**src/rtl/hazard_pkg.sv**
```systemverilog
// Shared types and constants for the ID-stage hazard scoreboard.
package hazard_pkg;

  typedef enum logic [1:0] {
    OPC_ALU  = 2'd0,
    OPC_LOAD = 2'd1,
    OPC_LONG = 2'd2,
    OPC_RSVD = 2'd3
  } opc_e;

  localparam int DEF_NREG     = 32;
  localparam int DEF_LOAD_LAT = 2;
  localparam int DEF_LONG_LAT = 4;

  // Bits needed to hold any value 0..max(a,b).
  function automatic int clog2_max(input int a, input int b);
    int m;
    m = (a > b) ? a : b;
    return $clog2(m + 1);
  endfunction

endpackage

```
**src/rtl/id_hazard_scoreboard_sb_counter.sv**
```systemverilog
// One scoreboard entry: CW-bit countdown that saturates at zero; a set wins over the decrement.
module sb_counter #(
  parameter int CW = 3
) (
  input  logic          clk,
  input  logic          rst_n,
  input  logic          set,
  input  logic [CW-1:0] set_val,
  output logic [CW-1:0] cnt,
  output logic          nz
);

  always_ff @(posedge clk or negedge rst_n) begin
    if (!rst_n) begin
      cnt <= '0;
    end else if (set) begin
      cnt <= set_val;
    end else if (cnt != '0) begin
      cnt <= cnt - 1'b1;
    end
  end

  assign nz = (cnt != '0);

endmodule

```
**src/rtl/id_hazard_scoreboard.sv**
```systemverilog
// Decode-stage RAW/WAW hazard scoreboard driving IF/ID and ID/EX controls.
// Optional stall/redirect statistics outputs are enabled by defining HAZARD_STATS_EN.
module id_hazard_scoreboard
  import hazard_pkg::*;
#(
  parameter int NREG     = DEF_NREG,
  parameter int AW       = $clog2(NREG),
  parameter int LOAD_LAT = DEF_LOAD_LAT,
  parameter int LONG_LAT = DEF_LONG_LAT
) (
  input  logic            clk,
  input  logic            rst_n,
  input  logic            id_valid,
  input  logic [AW-1:0]   rs1_addr,
  input  logic [AW-1:0]   rs2_addr,
  input  logic            rs1_used,
  input  logic            rs2_used,
  input  logic [AW-1:0]   rd_addr,
  input  logic            rd_wen,
  input  logic [1:0]      op_class,
  input  logic            redirect,
  output logic            stall,
  output logic            if_write,
  output logic            id_ex_bubble,
  output logic            if_id_flush,
  output logic            issue,
  output logic [NREG-1:0] busy_mask
`ifdef HAZARD_STATS_EN
  ,
  output logic [31:0]     stall_cycles,
  output logic [31:0]     redirect_count
`endif
);

  localparam int CW = clog2_max(LOAD_LAT, LONG_LAT);

  logic [CW-1:0] cnt [NREG];
  logic [CW-1:0] nl;
  logic          raw;
  logic          waw;
  logic          set_en;

  assign cnt[0]       = '0;
  assign busy_mask[0] = 1'b0;

  for (genvar i = 1; i < NREG; i++) begin : g_cnt
    sb_counter #(.CW(CW)) u_cnt (
      .clk     (clk),
      .rst_n   (rst_n),
      .set     (set_en && (rd_addr == AW'(i))),
      .set_val (nl),
      .cnt     (cnt[i]),
      .nz      (busy_mask[i])
    );
  end

  // Reserved op class behaves like a single-cycle ALU op.
  always_comb begin
    nl = '0;
    case (opc_e'(op_class))
      OPC_LOAD: nl = CW'(LOAD_LAT - 1);
      OPC_LONG: nl = CW'(LONG_LAT - 1);
      default:  nl = '0;
    endcase
  end

  assign raw = id_valid &
               ((rs1_used && rs1_addr != '0 && cnt[rs1_addr] != '0) ||
                (rs2_used && rs2_addr != '0 && cnt[rs2_addr] != '0));

  // An older, slower write to the same rd must land before ours.
  assign waw = id_valid & rd_wen & (rd_addr != '0) & (cnt[rd_addr] > nl);

  assign stall        = raw | waw;
  assign if_write     = ~stall;
  assign id_ex_bubble = stall;
  assign issue        = id_valid & ~stall;
  assign if_id_flush  = redirect & issue;
  assign set_en       = issue & rd_wen & (rd_addr != '0);

`ifdef HAZARD_STATS_EN
  always_ff @(posedge clk or negedge rst_n) begin
    if (!rst_n) begin
      stall_cycles   <= '0;
      redirect_count <= '0;
    end else begin
      if (stall && stall_cycles != '1)
        stall_cycles <= stall_cycles + 32'd1;
      if (if_id_flush && redirect_count != '1)
        redirect_count <= redirect_count + 32'd1;
    end
  end
`endif

endmodule
```
**config.mk**
```make
export PLATFORM = sky130hd
export DESIGN_NAME = id_hazard_scoreboard
export DESIGN_NICKNAME = d
export VERILOG_FILES = /design/src/rtl/hazard_pkg.sv /design/src/rtl/id_hazard_scoreboard_sb_counter.sv /design/src/rtl/id_hazard_scoreboard.sv
export SDC_FILE = /design/constraint.sdc
export NUM_CORES = 1
export LEC_CHECK = 0
export BUFFER_PORTS_ARGS = -buffer_cell sky130_fd_sc_hd__buf_2
export CORE_MARGIN = 4
export CORE_UTILIZATION = 65
export DETAILED_ROUTE_END_ITERATION = 8
export GPL_ROUTABILITY_DRIVEN = 0
export PLACE_DENSITY = 0.85
export SYNTH_ARGS = -nofsm -noshare
export SYNTH_HDL_FRONTEND = slang
export SYNTH_HIERARCHICAL = 1
export SYNTH_SLANG_ARGS = --single-unit
```
**constraint.sdc**
```tcl
create_clock -name clk -period 6.3 [get_ports clk]
set_clock_uncertainty 0.2 [all_clocks]
set_input_delay 0.315 -clock clk [delete_from_list [all_inputs] [get_ports clk]]
set_output_delay 0.315 -clock clk [all_outputs]
set_load 0.1 [all_outputs]
```
# Word-level counts from Yosys, hierarchy flattened
# Cells that the tools add are included.
op_classes:
  n_eq_ne: 33
  n_bitwise: 13
  n_reduce_logical: 103
  n_lt_le_gt_ge: 4
  addsub: 31
  n_mux: 72
op_table:
  columns: ["cell", "n"]
  rows:
  - ["$mux W3", 68]
  - ["$reduce_bool A3 Y1", 33]
  - ["$sub A3 B1 Y3 const B", 31]
  - ["$eq A5 B5 Y1 const B", 16]
  - ["$reduce_bool A2 Y1", 31]
  - ["$bmux W3 S5", 3]
  - ["$eq A5 B4 Y1 const B", 8]
  - ["$logic_and A1 B1 Y1", 35]
  - ["$eq A5 B3 Y1 const B", 4]
  - ["$ge A6 B6 Y1 const B", 3]
  - ["$not A5 Y6", 3]
  - ["$reduce_bool A5 Y1", 3]
  - ["$eq A5 B2 Y1 const B", 2]
  - ["$and A1 B1 Y1", 8]
  - ["$eq A5 B1 Y1 const B", 1]
  - ["$pmux W2 S2", 1]
  - ["$gt A3 B3 Y1", 1]
  - ["$eq A2 B1 Y1 const B", 1]
  - ["$eq A2 B2 Y1 const B", 1]
  - ["$logic_or A1 B1 Y1", 1]
  - ["$not A1 Y1", 1]
  - ["$or A1 B1 Y1", 1]
totals:
  out_inout_bits: 37
  inputBits: 24
  ff_bits: 93
  wordCells: 287

# Depth between registers and ports, before layout
# Gate-level depths: netlist of run 1.
logic_depth:
  ltp_word: 15
  mapped_depth: 16
  mapped_depth_nobuf: 13

# Modules after synthesis
# The synthesis of run 1 kept the hierarchy.
by_module_without_submodules:
  columns: ["mod", "cells_each", "area_per_inst_um2", "seq_area_each_um2", "n_inst"]
  rows:
  - ["sb_counter", 20, 196.4, 75.1, 31]
  - ["id_hazard_scoreboard", 271, 2287.2, 0.0, 1]

# Worst setup path after synthesis of run 1
# Ideal clock, no wire load.
synth_path:
  kind: "input-to-output"
  startpoint: "input port rd_addr[0]"
  endpoint: "output port issue"
  path_stages: 13
  arrival_time_ns: 5.241
  path_slack_ns: 0.544
  required_time_ns: 5.785
  path_buffers: 2
  path_cell_list: "buf_2 buf_4 mux4_2 mux4_2 mux2_2 ha_1 nor2b_1 o21ai_0 nand2b_1 a21oi_1 nor2_1 o311a_1 nor3b_1"
synth_via:
  elab_chain_cells: 9
  word_cells_on_any_way: 11
  cone_classes: "1 x order compare; 3 x mux; 6 x bitwise; 1 x reduce/logical"
synth_rtl:
  columns: ["element", "line", "text"]
  rows:
  - ["start, declared", "id_hazard_scoreboard.sv:18", "input logic [AW-1:0] rd_addr,"]
  - ["$not A5 Y6 (not written as such)", "id_hazard_scoreboard.sv:72", "assign waw = id_valid & rd_wen & (rd_addr != '0) & (cnt[rd_addr] > nl);"]
  - ["$bmux W3 S5", "id_hazard_scoreboard.sv:72", null]
  - ["$mux W3 (not written as such) (2 in series)", "id_hazard_scoreboard.sv:72", null]
  - ["$gt A3 B3 Y1", "id_hazard_scoreboard.sv:72", null]
  - ["$and A1 B1 Y1 (*)", "id_hazard_scoreboard.sv:72", null]
  - ["$or A1 B1 Y1 (*)", "id_hazard_scoreboard.sv:74", "assign stall = raw | waw;"]
  - ["$not A1 Y1 (*)", "id_hazard_scoreboard.sv:77", "assign issue = id_valid & ~stall;"]
  - ["$and A1 B1 Y1 (*)", "id_hazard_scoreboard.sv:77", null]
  - ["end, declared", "id_hazard_scoreboard.sv:26", "output logic issue,"]
# Mark *: on every way between the ends. The rest lies on a longest branch, timed or not. The select of a mux whose other input is x is not followed.

# Worst setup path in the final report of run 1
layout_path:
  startpoint: "input port rd_addr[0]"
  endpoint: "register g_cnt[23].u_cnt.cnt[1]"
layout_via:
  elab_chain_cells: 13
  word_cells_on_any_way: 17
  cone_classes: "1 x order compare; 1 x eq/ne; 4 x mux; 8 x bitwise; 3 x reduce/logical"
layout_rtl:
  columns: ["element", "line", "text"]
  rows:
  - ["$not A5 Y6 (not written as such)", "id_hazard_scoreboard.sv:72", null]
  - ["$bmux W3 S5", "id_hazard_scoreboard.sv:72", null]
  - ["$mux W3 (not written as such) (2 in series)", "id_hazard_scoreboard.sv:72", null]
  - ["$gt A3 B3 Y1", "id_hazard_scoreboard.sv:72", null]
  - ["$and A1 B1 Y1", "id_hazard_scoreboard.sv:72", null]
  - ["$or A1 B1 Y1", "id_hazard_scoreboard.sv:74", null]
  - ["$not A1 Y1", "id_hazard_scoreboard.sv:77", null]
  - ["$and A1 B1 Y1", "id_hazard_scoreboard.sv:77", null]
  - ["$and A1 B1 Y1 (2 in series)", "id_hazard_scoreboard.sv:79", "assign set_en = issue & rd_wen & (rd_addr != '0);"]
  - ["$logic_and A1 B1 Y1 (*)", "id_hazard_scoreboard.sv:50", ".set (set_en && (rd_addr == AW'(i))),"]
  - ["$mux W3 or $reduce_bool A2 Y1 (tied branches)", null, null]
  - ["end signal, assigned", "id_hazard_scoreboard_sb_counter.sv:17", "cnt <= set_val;"]
  - ["end signal, assigned", "id_hazard_scoreboard_sb_counter.sv:19", "cnt <= cnt - 1'b1;"]
  - ["end, declared", "id_hazard_scoreboard_sb_counter.sv:9", "output logic [CW-1:0] cnt,"]
# Marked as above.
# A chain may end at the register's enable or synchronous reset.

==> metrics.txt, run 1 <==
mux cell area share after synthesis=11.4%; Slew Limit Headroom=~29%; Area after DPL=a little under 9000 um^2; CP peak stage delay=0.88 ns; Initial Util=between 60% and 70%; CP delay by family, top=multiplexers; Hold Crit Class=input pin to async pin; Final Max Tran Viols=0; row cnt=between 40 and 50; Final Setup Violations=0; Crit path buffers/inverters=3; Synth Area in Adders=9.71%; fin crit period=4.88 ns; Clock Root Buffer=clkbuf_16; syn avg cell area=about 9.4 um^2; GR Overflow Total=0; area grow syn2layout=9.22%; Detailed Route Iter0 Violations=about 800; top_reg_cell synth=dfrtp_1; clock buffer depth=2; PwrDens=515 nW/um^2; critical path class=input pin to flip-flop; commonest non-fill, non-tap cell in the layout=inv_1; worst-path maximum fanout=28; biggest regs=g_cnt.u_cnt/cnt (93); drt drc=0; reg2reg path depth=13; Die H=approximately 120 um; core area=between 10000 and 15000 um^2; vias in the first global route=7493; number of enable flip-flop cells after synthesis=0; final hold violation count=0; # diodes=0; port bufs=59; GRT Util Overall=around a third; worst path arrival time=4.93 ns; Critical Path Slowest Stage Cell=nor4_1; setup TNS=0 ns; CP Capture Type=flip-flop; largest net degree at the start of global routing=~50; Post-CTS Setup Bufs=0; yosys warns=6; DR pass1 iterations=6; Post-Synth XOR/XNOR Area=0%; reg-to-reg critical path startpoint=g_cnt[23].u_cnt/cnt[1]; fin nets=about 1100; DRT Wirelength=~22000 um; Tightest Pin Transition=1.05 ns; reg-to-reg endpoint=g_cnt[23].u_cnt/cnt[1]; peak supply drop=about 0.33 mV; Post-DRT Antenna Nets=0; Layout Cell Area excl Fill=9150 um^2; DPL Wire Length=approximately 16000 um; Critical Path RT=between 6 and 7 ns; first-pass GRT wire length=roughly 37000 um; reg-to-reg slack, setup=between 1.5 and 2 ns; Post-Layout Cell Count=1144; Cell Area, Synth=8380 um^2; Tcrit/Tclk final=between 70% and 80%; fmax=around 200 MHz; main combinational cell family by area after synthesis=simple AND/OR/NAND/NOR gates; layout cells sized above 1=about an eighth; CTS sink count=slightly above 90; Synth Area in Compound Gates=roughly 13%; CTS clk-pin slew, worst paths=0.07 ns; capture point of the worst path=g_cnt[23].u_cnt/cnt[1]; Routed WL per cell=19.6 um; placed cell count=1127; CP Cell Sequence=buf_2 -> mux4_2 -> mux4_2 -> mux2_2 -> ha_1 -> nor2b_1 -> o21ai_0 -> nand2b_1 -> a21oi_1 -> nor2_2 -> buf_4 -> nor4_1 -> inv_1 -> a311oi_1; CP startpoint=rd_addr[0]; Seq/Total Area, Yosys=between 20 and 30%; distinct cell type count after synthesis=55; Synth Area in Simple Gates=~30%; num ports=61; # H-tree levels=3; max FFs per register=93; vias per cell=approximately 6.7; initial antenna violation count=0; cell repeated most along the worst path=mux4_2; most frequent cells in the layout=132 x inv_1, 95 x nor2b_1, 93 x dfrtp_1; Clock Latency Late Sink=0.36 ns; total die area=about 15000 um^2; LEAKAGE=slightly below 4 nW; setup repair after global routing missed its margin=no; Worst setup SP type=input pin; status=completed; vias after detailed routing=between 7000 and 8000; Max Cap Viol=0; Syn Inst Count=approximately 890; Die Wd=about 120 um; fraction of registers with async set or reset after synthesis=100%; total CTS buffers=9; CTS tree=done; Worst path depth=14; Biggest register=g_cnt.u_cnt/cnt; count of hold-fix buffers inserted at cts=1; PostCTS Resize Cnt=0; Seq cells post-synth=slightly above 90
[where the power goes]
group	switching [W]	leakage (nW)	internal, W
clock	0.000237	0.141	0.000308
combinational	0.00163	2.63	0.00108
sequential	0.000544	1.10	0.000922
total	0.00241	3.87	0.00230
[through the flow]
| stage | setup WS [ns] | hold WS, ns | utilization, % | total power [W] |
|---|---|---|---|---|
| final | 1.42 | 0.298 | 72.5 | 0.00471 |
| after global routing | 1.07 | 0.378 | 72.5 | 0.00501 |
| after CTS | 1.55 | 0.319 | 72.5 | 0.00467 |
| after detailed placement | 1.18 | 0.153 | 70.2 | 0.00411 |
| after global placement | 1.26 | 0.148 | 70.2 | 0.00402 |
| after floorplan | 0.544 | -0.181 | - | 0.00348 |
[cells in the mapped netlist (all sizes together) (2+ instances only)]
cell / count / area share (%)
o21ai: 5 / 0.43
or3b: 33 / 3.5
nor3b: 3 / 0.27
buf: 27 / 2.1
nor4: 42 / 3.1
a21o: 2 / 0.18
nor2: 17 / 0.76
a311oi: 31 / 3.2
a221oi: 31 / 3.2
a22oi: 2 / 0.18
nand2b: 68 / 5.1
o311a: 2 / 0.24
nand3: 4 / 0.30
clkbuf: 3 / 0.13
o2111ai: 2 / 0.28
ha: 65 / 9.7
mux2: 4 / 0.54
a21oi: 9 / 0.54
nand2: 13 / 0.58
inv: 132 / 5.9
o32ai: 2 / 0.21
dfrtp: 93 / 28
nor4b: 63 / 6.6
nand3b: 4 / 0.36
a22o: 2 / 0.21
nand4: 3 / 0.22
nor3: 32 / 1.9
mux4: 34 / 9.3
a211oi: 5 / 0.45
a31oi: 34 / 2.5
o221ai: 2 / 0.21
mux2i: 13 / 1.6
nor2b: 95 / 7.1
[per-layer routing]
metal	track usage, %	up-vias	wire length (um)
met1	41.7	3670	9040
met4	16.1	0	972
met5	0	-	0
met2	49.9	436	10400
met3	5.31	98	2020
li1	-	3478	-
[final cells by class]
class | count | area, um^2
Sequential cell | 93 | 2330
Inverter | 133 | 499
Clock inverter | 4 | 48.8
Multi-Input combinational cell | 666 | 5480
Timing Repair Buffer | 64 | 338
Tap cell | 172 | 215
Fill cell | 990 | 3470
Clock buffer | 12 | 236
[worst register-to-register path, delay by kind of cell, from the launching register on]
kind                     cells  cell delay (ns)
AO/OA/AOI/OAI                3             0.67
buffers and inverters        2             0.45
AND/OR/NAND/NOR              4             1.23
adder cells (fa/ha/maj)      1             0.28
multiplexers                 3             1.26
flip-flops                   1             0.45
[cells by family (layout without fill, tap and decap cells)]
| logic type | after synthesis | after routing |
|---|---|---|
| simple gates | 380 | 380 |
| buf+inv | 163 | 213 |
| compound gates | 138 | 138 |
| flops | 93 | 93 |
| fa+ha+maj | 65 | 65 |
| mux | 51 | 51 |
| other cells | 1 | 32 |
[worst min path at each step]
| stage | slack (ns) | to | cells after the start |
|---|---|---|---|
| detailed placement | 0.15 | g_cnt[17].u_cnt/cnt[1] | 1 |
| floorplan | -0.18 | g_cnt[10].u_cnt/cnt[0] | 0 |
| global placement | 0.15 | g_cnt[17].u_cnt/cnt[1] | 1 |
| global route | 0.38 | g_cnt[20].u_cnt/cnt[1] | 2 |
| finish | 0.30 | g_cnt[20].u_cnt/cnt[2] | 2 |
| CTS | 0.32 | g_cnt[20].u_cnt/cnt[2] | 2 |
No activity file was read; power rests on OpenSTA's default activity.
==> inputs of run 2 (changes only) <==
--- a/config.mk
+++ b/config.mk
@@ -7,10 +7,10 @@
 export LEC_CHECK = 0
 export BUFFER_PORTS_ARGS = -buffer_cell sky130_fd_sc_hd__buf_2
 export CORE_MARGIN = 4
-export CORE_UTILIZATION = 65
+export CORE_UTILIZATION = 56
 export DETAILED_ROUTE_END_ITERATION = 8
 export GPL_ROUTABILITY_DRIVEN = 0
-export PLACE_DENSITY = 0.85
+export PLACE_DENSITY = 0.78
 export SYNTH_ARGS = -nofsm -noshare
 export SYNTH_HDL_FRONTEND = slang
 export SYNTH_HIERARCHICAL = 1
==> constraint.sdc (replaced) <==
create_clock -name clk -period 4.37 [get_ports clk]
set_clock_uncertainty 0.2 [all_clocks]
set_input_delay 0.2185 -clock clk [delete_from_list [all_inputs] [get_ports clk]]
set_output_delay 0.2185 -clock clk [all_outputs]
set_load 0.1 [all_outputs]
==> metrics.txt, run 2 (synthesis gave the netlist of run 1 again) <==
Slew Limit Headroom=33.5% (+4.4 points); cell repeated most along the worst path=mux4_2; Critical Path RT=3.95 ns (-2.40 ns); worst-path maximum fanout=13 (-54%); Final Max Tran Viols=0 (unchanged); DRT Wirelength=22100 um (-1.7%); Detailed Route Iter0 Violations=886 (+10%); CTS clk-pin slew, worst paths=0.07 ns (about the same); Psw=0.00346 W (+44%); GR Overflow Total=0 (unchanged); CP delay by family, top=multiplexers; drt drc=0 (unchanged); vias in the first global route=7147 (-4.6%); Critical Path Slowest Stage Cell=mux4_2; first-pass GRT wire length=35500 um (-4.1%); sequential power share=30.8% (-0.3 points); initial antenna violation count=0 (unchanged); CTS sink count=93 (unchanged); Post-Place Setup Slack=0.0960 ns (-1.08 ns); Hold Crit Class=input pin to async pin; Clock Latency Late Sink=0.36 ns (about the same); area grow syn2layout=14.5%; Final Setup Violations=0 (unchanged); status=completed; fmax=237 MHz; vias after detailed routing=7606 (-0.99%); Tightest Pin Transition=0.993 ns (-0.0603 ns); PwrDens=714 nW/um^2 (+39%); Post-CTS Setup Bufs=0 (unchanged); Max Cap Viol=0 (unchanged); worst path arrival time=3.80 ns (-1.13 ns); Routed WL per cell=18.5 um (-6.0%); CP Capture Type=output pin; Die H=130 um (+7.2%); critical path class=flip-flop to output pin; Worst setup SP type=flip-flop; # H-tree levels=3 (unchanged); Tcrit/Tclk final=just under 100%; largest net degree at the start of global routing=58 (+14%); layout cells sized above 1=16.2% (+4.1 points); row cnt=44 (+7.3%); final hold violation count=0 (unchanged); DPL Wire Length=16100 um (+0.67%); GRT Util Overall=26.6% (-4.9 points); most frequent cells in the layout=132 x inv_1, 95 x nor2b_1, 93 x dfrtp_1; Post-DRT Antenna Nets=0 (unchanged); Clock Root Buffer=clkbuf_16; Initial Util=57.4% (-9.0 points); WHS=0.259 ns (-0.0398 ns); P_int=0.00340 W (+47%); CTS tree=done; commonest non-fill, non-tap cell in the layout=inv_1; clock network power share=11.6% (about the same); biggest regs=g_cnt.u_cnt/cnt (93); Switching Fraction=50.4% (-0.66 points); vias per cell=6.36 (-5.3%); port bufs=59 (unchanged); DR pass1 iterations=5 (-1); reg2reg path depth=14 (+1); CP Cell Sequence=mux4_2 -> mux4_2 -> mux2_2 -> ha_1 -> nor2b_1 -> o21ai_0 -> nand2b_1 -> a21oi_1 -> nor2_4 -> o311a_4 -> nor3b_2 -> buf_12; num ports=61 (unchanged); reg-to-reg critical path startpoint=g_cnt[23].u_cnt/cnt[1]; reg-to-reg endpoint=g_cnt[4].u_cnt/cnt[0]; total CTS buffers=9 (unchanged); peak supply drop=0.449 mV (+35%); total die area=17000 um^2 (+15%); core area=14600 um^2 (+16%); CP peak stage delay=0.50 ns (-0.38 ns); reg-to-reg slack, setup=0.24 ns (-1.43 ns); fin nets=1095 (+3.7%); max FFs per register=93 (unchanged); Crit path buffers/inverters=1 (-2); fin crit period=roughly 4.2 ns; Die Wd=130 um (+7.2%); LEAKAGE=4.13 nW (+6.6%); Final WS setup=0.153 ns (-1.26 ns); clock buffer depth=2 (unchanged); Comb pwr share=57.6% (+0.3 points); setup repair after global routing missed its margin=no; Biggest register=g_cnt.u_cnt/cnt
## run 2: cell count changes in the layout (fill, tap and decap cells not counted), sizes merged
cell | before | now
diode | 0 | 1
clkinv | 4 | 5
buf | 63 | 102
clkbuf | 12 | 11
## run 2: area by class of cell
type | count | area (um^2)
clock buffers | 11 | 243
clock inverters | 5 | 50.0
multi-input cells | 666 | 5520
flip-flops and latches | 93 | 2330
diodes | 1 | 2.50
inverters | 133 | 499
repair buffers | 103 | 718
fillers | 1186 | 5000
well taps | 184 | 230
## run 2: how the worst max path moves through the flow
stage | from | endpoint | slack (ns) | depth (start not counted)
final | g_cnt[23].u_cnt/cnt[1] | issue | 0.15 | 12
after global routing | g_cnt[23].u_cnt/cnt[1] | issue | 0.001 | 12
after CTS | g_cnt[23].u_cnt/cnt[1] | if_id_flush | 0.12 | 12
after detailed placement | rd_addr[0] | g_cnt[5].u_cnt/cnt[0] | 0.1 | 16
after global placement | rd_addr[0] | g_cnt[12].u_cnt/cnt[0] | 0.17 | 15
after floorplan | rd_addr[0] | issue | -0.24 | 13
## run 2: per-layer routing
metal | vias up | global-route usage (%) | share of wire [%]
li1 | 3545 | - | -
met1 | 3651 | 35.9 | 42
met2 | 340 | 41.4 | 46
met3 | 70 | 5.40 | 8.6
met4 | 0 | 11.7 | 3.4
met5 | - | 0 | 0
## run 2: repair_timing
item | 4_1_cts | 5_1_grt
gates resized for setup | 1 | 2
setup endpoints to repair | 2 | 4
hold buffers | 1 | 0
endpoints found under the hold margin | 56 | 0
## run 2: power groups by stage
stage	Sequential, W	Clock (W)	Combinational, W
after floorplan	0.00179	0	0.00324
after global placement	0.00207	0	0.00381
after detailed placement	0.00208	0	0.00391
after CTS	0.00208	0.000808	0.00393
after global routing	0.00218	0.000839	0.00430
final	0.00211	0.000795	0.00395
## run 2: worst reg2reg max path: cells and delay by family, from the launching register on
| kind | cells | cell delay, ns |
|---|---|---|
| flip-flops | 1 | 0.46 |
| buffers and inverters | 2 | 0.39 |
| multiplexers | 3 | 1.27 |
| AND/OR/NAND/NOR | 5 | 0.72 |
| AO/OA/AOI/OAI | 3 | 0.73 |
| adder cells (fa/ha/maj) | 1 | 0.28 |
## run 2: metrics by stage
step	cell area [um^2]	cells	util, %	setup TNS [ns]	power, W
finish	9590	1196	65.7	0	0.00685
global placement	9260	1178	63.5	0	0.00588
CTS	9570	1195	65.6	0	0.00682
detailed placement	9260	1178	63.5	0	0.00599
global route	9590	1195	65.7	0	0.00731
floorplan	8510	922	-	-0.463	0.00503
==> inputs of run 3 (changes only) <==
--- a/config.mk
+++ b/config.mk
@@ -5,12 +5,12 @@
 export SDC_FILE = /design/constraint.sdc
 export NUM_CORES = 1
 export LEC_CHECK = 0
-export BUFFER_PORTS_ARGS = -buffer_cell sky130_fd_sc_hd__buf_2
 export CORE_MARGIN = 4
-export CORE_UTILIZATION = 56
+export CORE_UTILIZATION = 65
 export DETAILED_ROUTE_END_ITERATION = 8
+export DONT_BUFFER_PORTS = 1
 export GPL_ROUTABILITY_DRIVEN = 0
-export PLACE_DENSITY = 0.78
+export PLACE_DENSITY = 0.81
 export SYNTH_ARGS = -nofsm -noshare
 export SYNTH_HDL_FRONTEND = slang
 export SYNTH_HIERARCHICAL = 1
==> constraint.sdc (replaced) <==
create_clock -name clk -period 4.5 [get_ports clk]
set_clock_uncertainty 0.2 [all_clocks]
set_input_delay 0.225 -clock clk [delete_from_list [all_inputs] [get_ports clk]]
set_output_delay 0.225 -clock clk [all_outputs]
set_load 0.1 [all_outputs]
==> metrics.txt, run 3 (synthesis gave the netlist of run 1 again) <==
status=completed; Clock Latency Late Sink=0.36 ns (about the same); fin util=73.4% (+7.7 points); WHS=0.177 ns (-0.0812 ns); fmax=around 230 MHz; final hold violation count=0 (unchanged); Max Cap Viol=0 (unchanged); reg-to-reg slack, setup=0.15 ns (-0.09 ns); Final Setup Violations=0 (unchanged); initial antenna violation count=0 (unchanged); clock buffer depth=2 (unchanged); Final Max Tran Viols=0 (unchanged); CP Capture Type=flip-flop; num ports=61 (unchanged); Biggest register=g_cnt.u_cnt/cnt; Post-DRT Antenna Nets=0 (unchanged); CTS tree=done; Detailed Route Iter0 Violations=845 (-4.6%); Initial Util=66.4% (+9.0 points); Routed WL per cell=21.5 um (+16%); fin crit period=approximately 4.3 ns; Die H=122 um (-6.7%); Critical Path RT=4.53 ns (+0.58 ns); worst-path maximum fanout=17 (+4); Worst setup SP type=flip-flop; vias after detailed routing=7667 (+0.80%); GRT Util Overall=33.5% (+6.9 points); total die area=14800 um^2 (-13%); GR Overflow Total=0 (unchanged); Slew Limit Headroom=22.3% (-11 points); port bufs=0 (-100%); worst path arrival time=4.38 ns (+0.58 ns); vias per cell=6.84 (+7.5%); max FFs per register=93 (unchanged); core area=12600 um^2 (-13%); biggest regs=g_cnt.u_cnt/cnt (93); Post-CTS Setup Bufs=0 (unchanged); most frequent cells in the layout=132 x inv_1, 95 x nor2b_1, 93 x dfrtp_1; setup repair after global routing missed its margin=no; # H-tree levels=3 (unchanged); first-pass GRT wire length=39200 um (+10%); fin nets=1033 (-5.7%); critical path class=flip-flop to flip-flop; CTS sink count=93 (unchanged); drt drc=0 (unchanged); LEAKAGE=3.92 nW (-4.9%); # diodes=0 (-1); Tightest Pin Transition=1.17 ns (+0.172 ns); total CTS buffers=9 (unchanged); Tcrit/Tclk final=a little over nine tenths; DPL Wire Length=16800 um (+4.5%); layout cells sized above 1=10.6% (-5.6 points); Die Wd=122 um (-6.7%); Clock Root Buffer=clkbuf_16; Post-Place Setup Slack=0.308 ns (+0.212 ns); DRT Wirelength=24100 um (+9.2%); area grow syn2layout=10.6%; peak supply drop=0.424 mV (-5.6%); Final WS setup=0.151 ns (-0.00205 ns); commonest non-fill, non-tap cell in the layout=inv_1; PwrDens=723 nW/um^2 (+1.2%); vias in the first global route=7692 (+7.6%); CTS clk-pin slew, worst paths=0.07 ns (about the same); row cnt=41 (-6.8%); DR pass1 iterations=5 (unchanged); Layout fillers=887 (-25%); Hold Crit Class=input pin to flip-flop; largest net degree at the start of global routing=94 (+62%)
-- run 3: repair_timing --
action,4_1_cts,5_1_grt
hold endpoints to repair,93,0
setup endpoints to repair,0,5
gates resized for setup,0,2
hold buffers,2,0
-- run 3: path summary, 6_finish.rpt --
path | from | endpoint | cells past startpoint
worst max-delay path | g_cnt[31].u_cnt/cnt[1] | g_cnt[25].u_cnt/cnt[0] | 14
worst min-delay path | rd_addr[4] | g_cnt[7].u_cnt/cnt[2] | 5
worst max register to register | g_cnt[31].u_cnt/cnt[1] | g_cnt[25].u_cnt/cnt[0] | 14
worst min register to register | g_cnt[10].u_cnt/cnt[2] | g_cnt[10].u_cnt/cnt[2] | 2
max in group asynchronous | rst_n | g_cnt[6].u_cnt/cnt[2] | 2
min in group asynchronous | rst_n | g_cnt[20].u_cnt/cnt[0] | 2
-- run 3: area by class of cell --
cell class              count  area [um^2]  area share (%)
multi-input cells         666         5530            59.7
flip-flops and latches     93         2330            25.1
inverters                 133          499            5.39
repair buffers             41          355            3.83
clock buffers              12          246            2.66
well taps                 172          215            2.32
clock inverters             4         95.1            1.03
-- run 3: metrics by stage --
stage | instances | total power [W] | setup TNS [ns] | area [um^2]
2_1_floorplan | 922 | 0.00488 | -0.229 | 8510
3_3_place_gp | 1103 | 0.00541 | 0 | 8870
3_5_place_dp | 1103 | 0.00567 | 0 | 8870
4_1_cts | 1121 | 0.00662 | 0 | 9250
5_1_grt | 1121 | 0.00714 | 0 | 9270
6_report | 1121 | 0.00670 | 0 | 9270
-- run 3: layer usage --
| metal | GRT usage, % | vias to the layer above | share of wire, % |
|---|---|---|---|
| li1 | - | 3411 | - |
| met1 | 42.7 | 3696 | 38 |
| met2 | 54.4 | 450 | 48 |
| met3 | 7.46 | 110 | 10 |
| met4 | 15.8 | 0 | 3.9 |
| met5 | 0 | - | 0 |
-- run 3: critical path, cell delays in order (launching register included) --
cell	delay [ns]
dfrtp_1	0.43
mux4_2	0.52
mux4_2	0.53
mux2_2	0.28
ha_1	0.28
nor2b_1	0.14
o21ai_0	0.24
nand2b_1	0.09
a21oi_1	0.22
nor2_4	0.12
buf_12	0.16
nor4_1	0.46
buf_4	0.23
nor2b_1	0.05
a221oi_1	0.28
-- run 3: report_power, final --
group / leakage, nW / switching (W) / internal [W]
Sequential: 1.10 / 0.000708 / 0.00129
Combinational: 2.66 / 0.00233 / 0.00147
Clock: 0.167 / 0.000336 / 0.000558
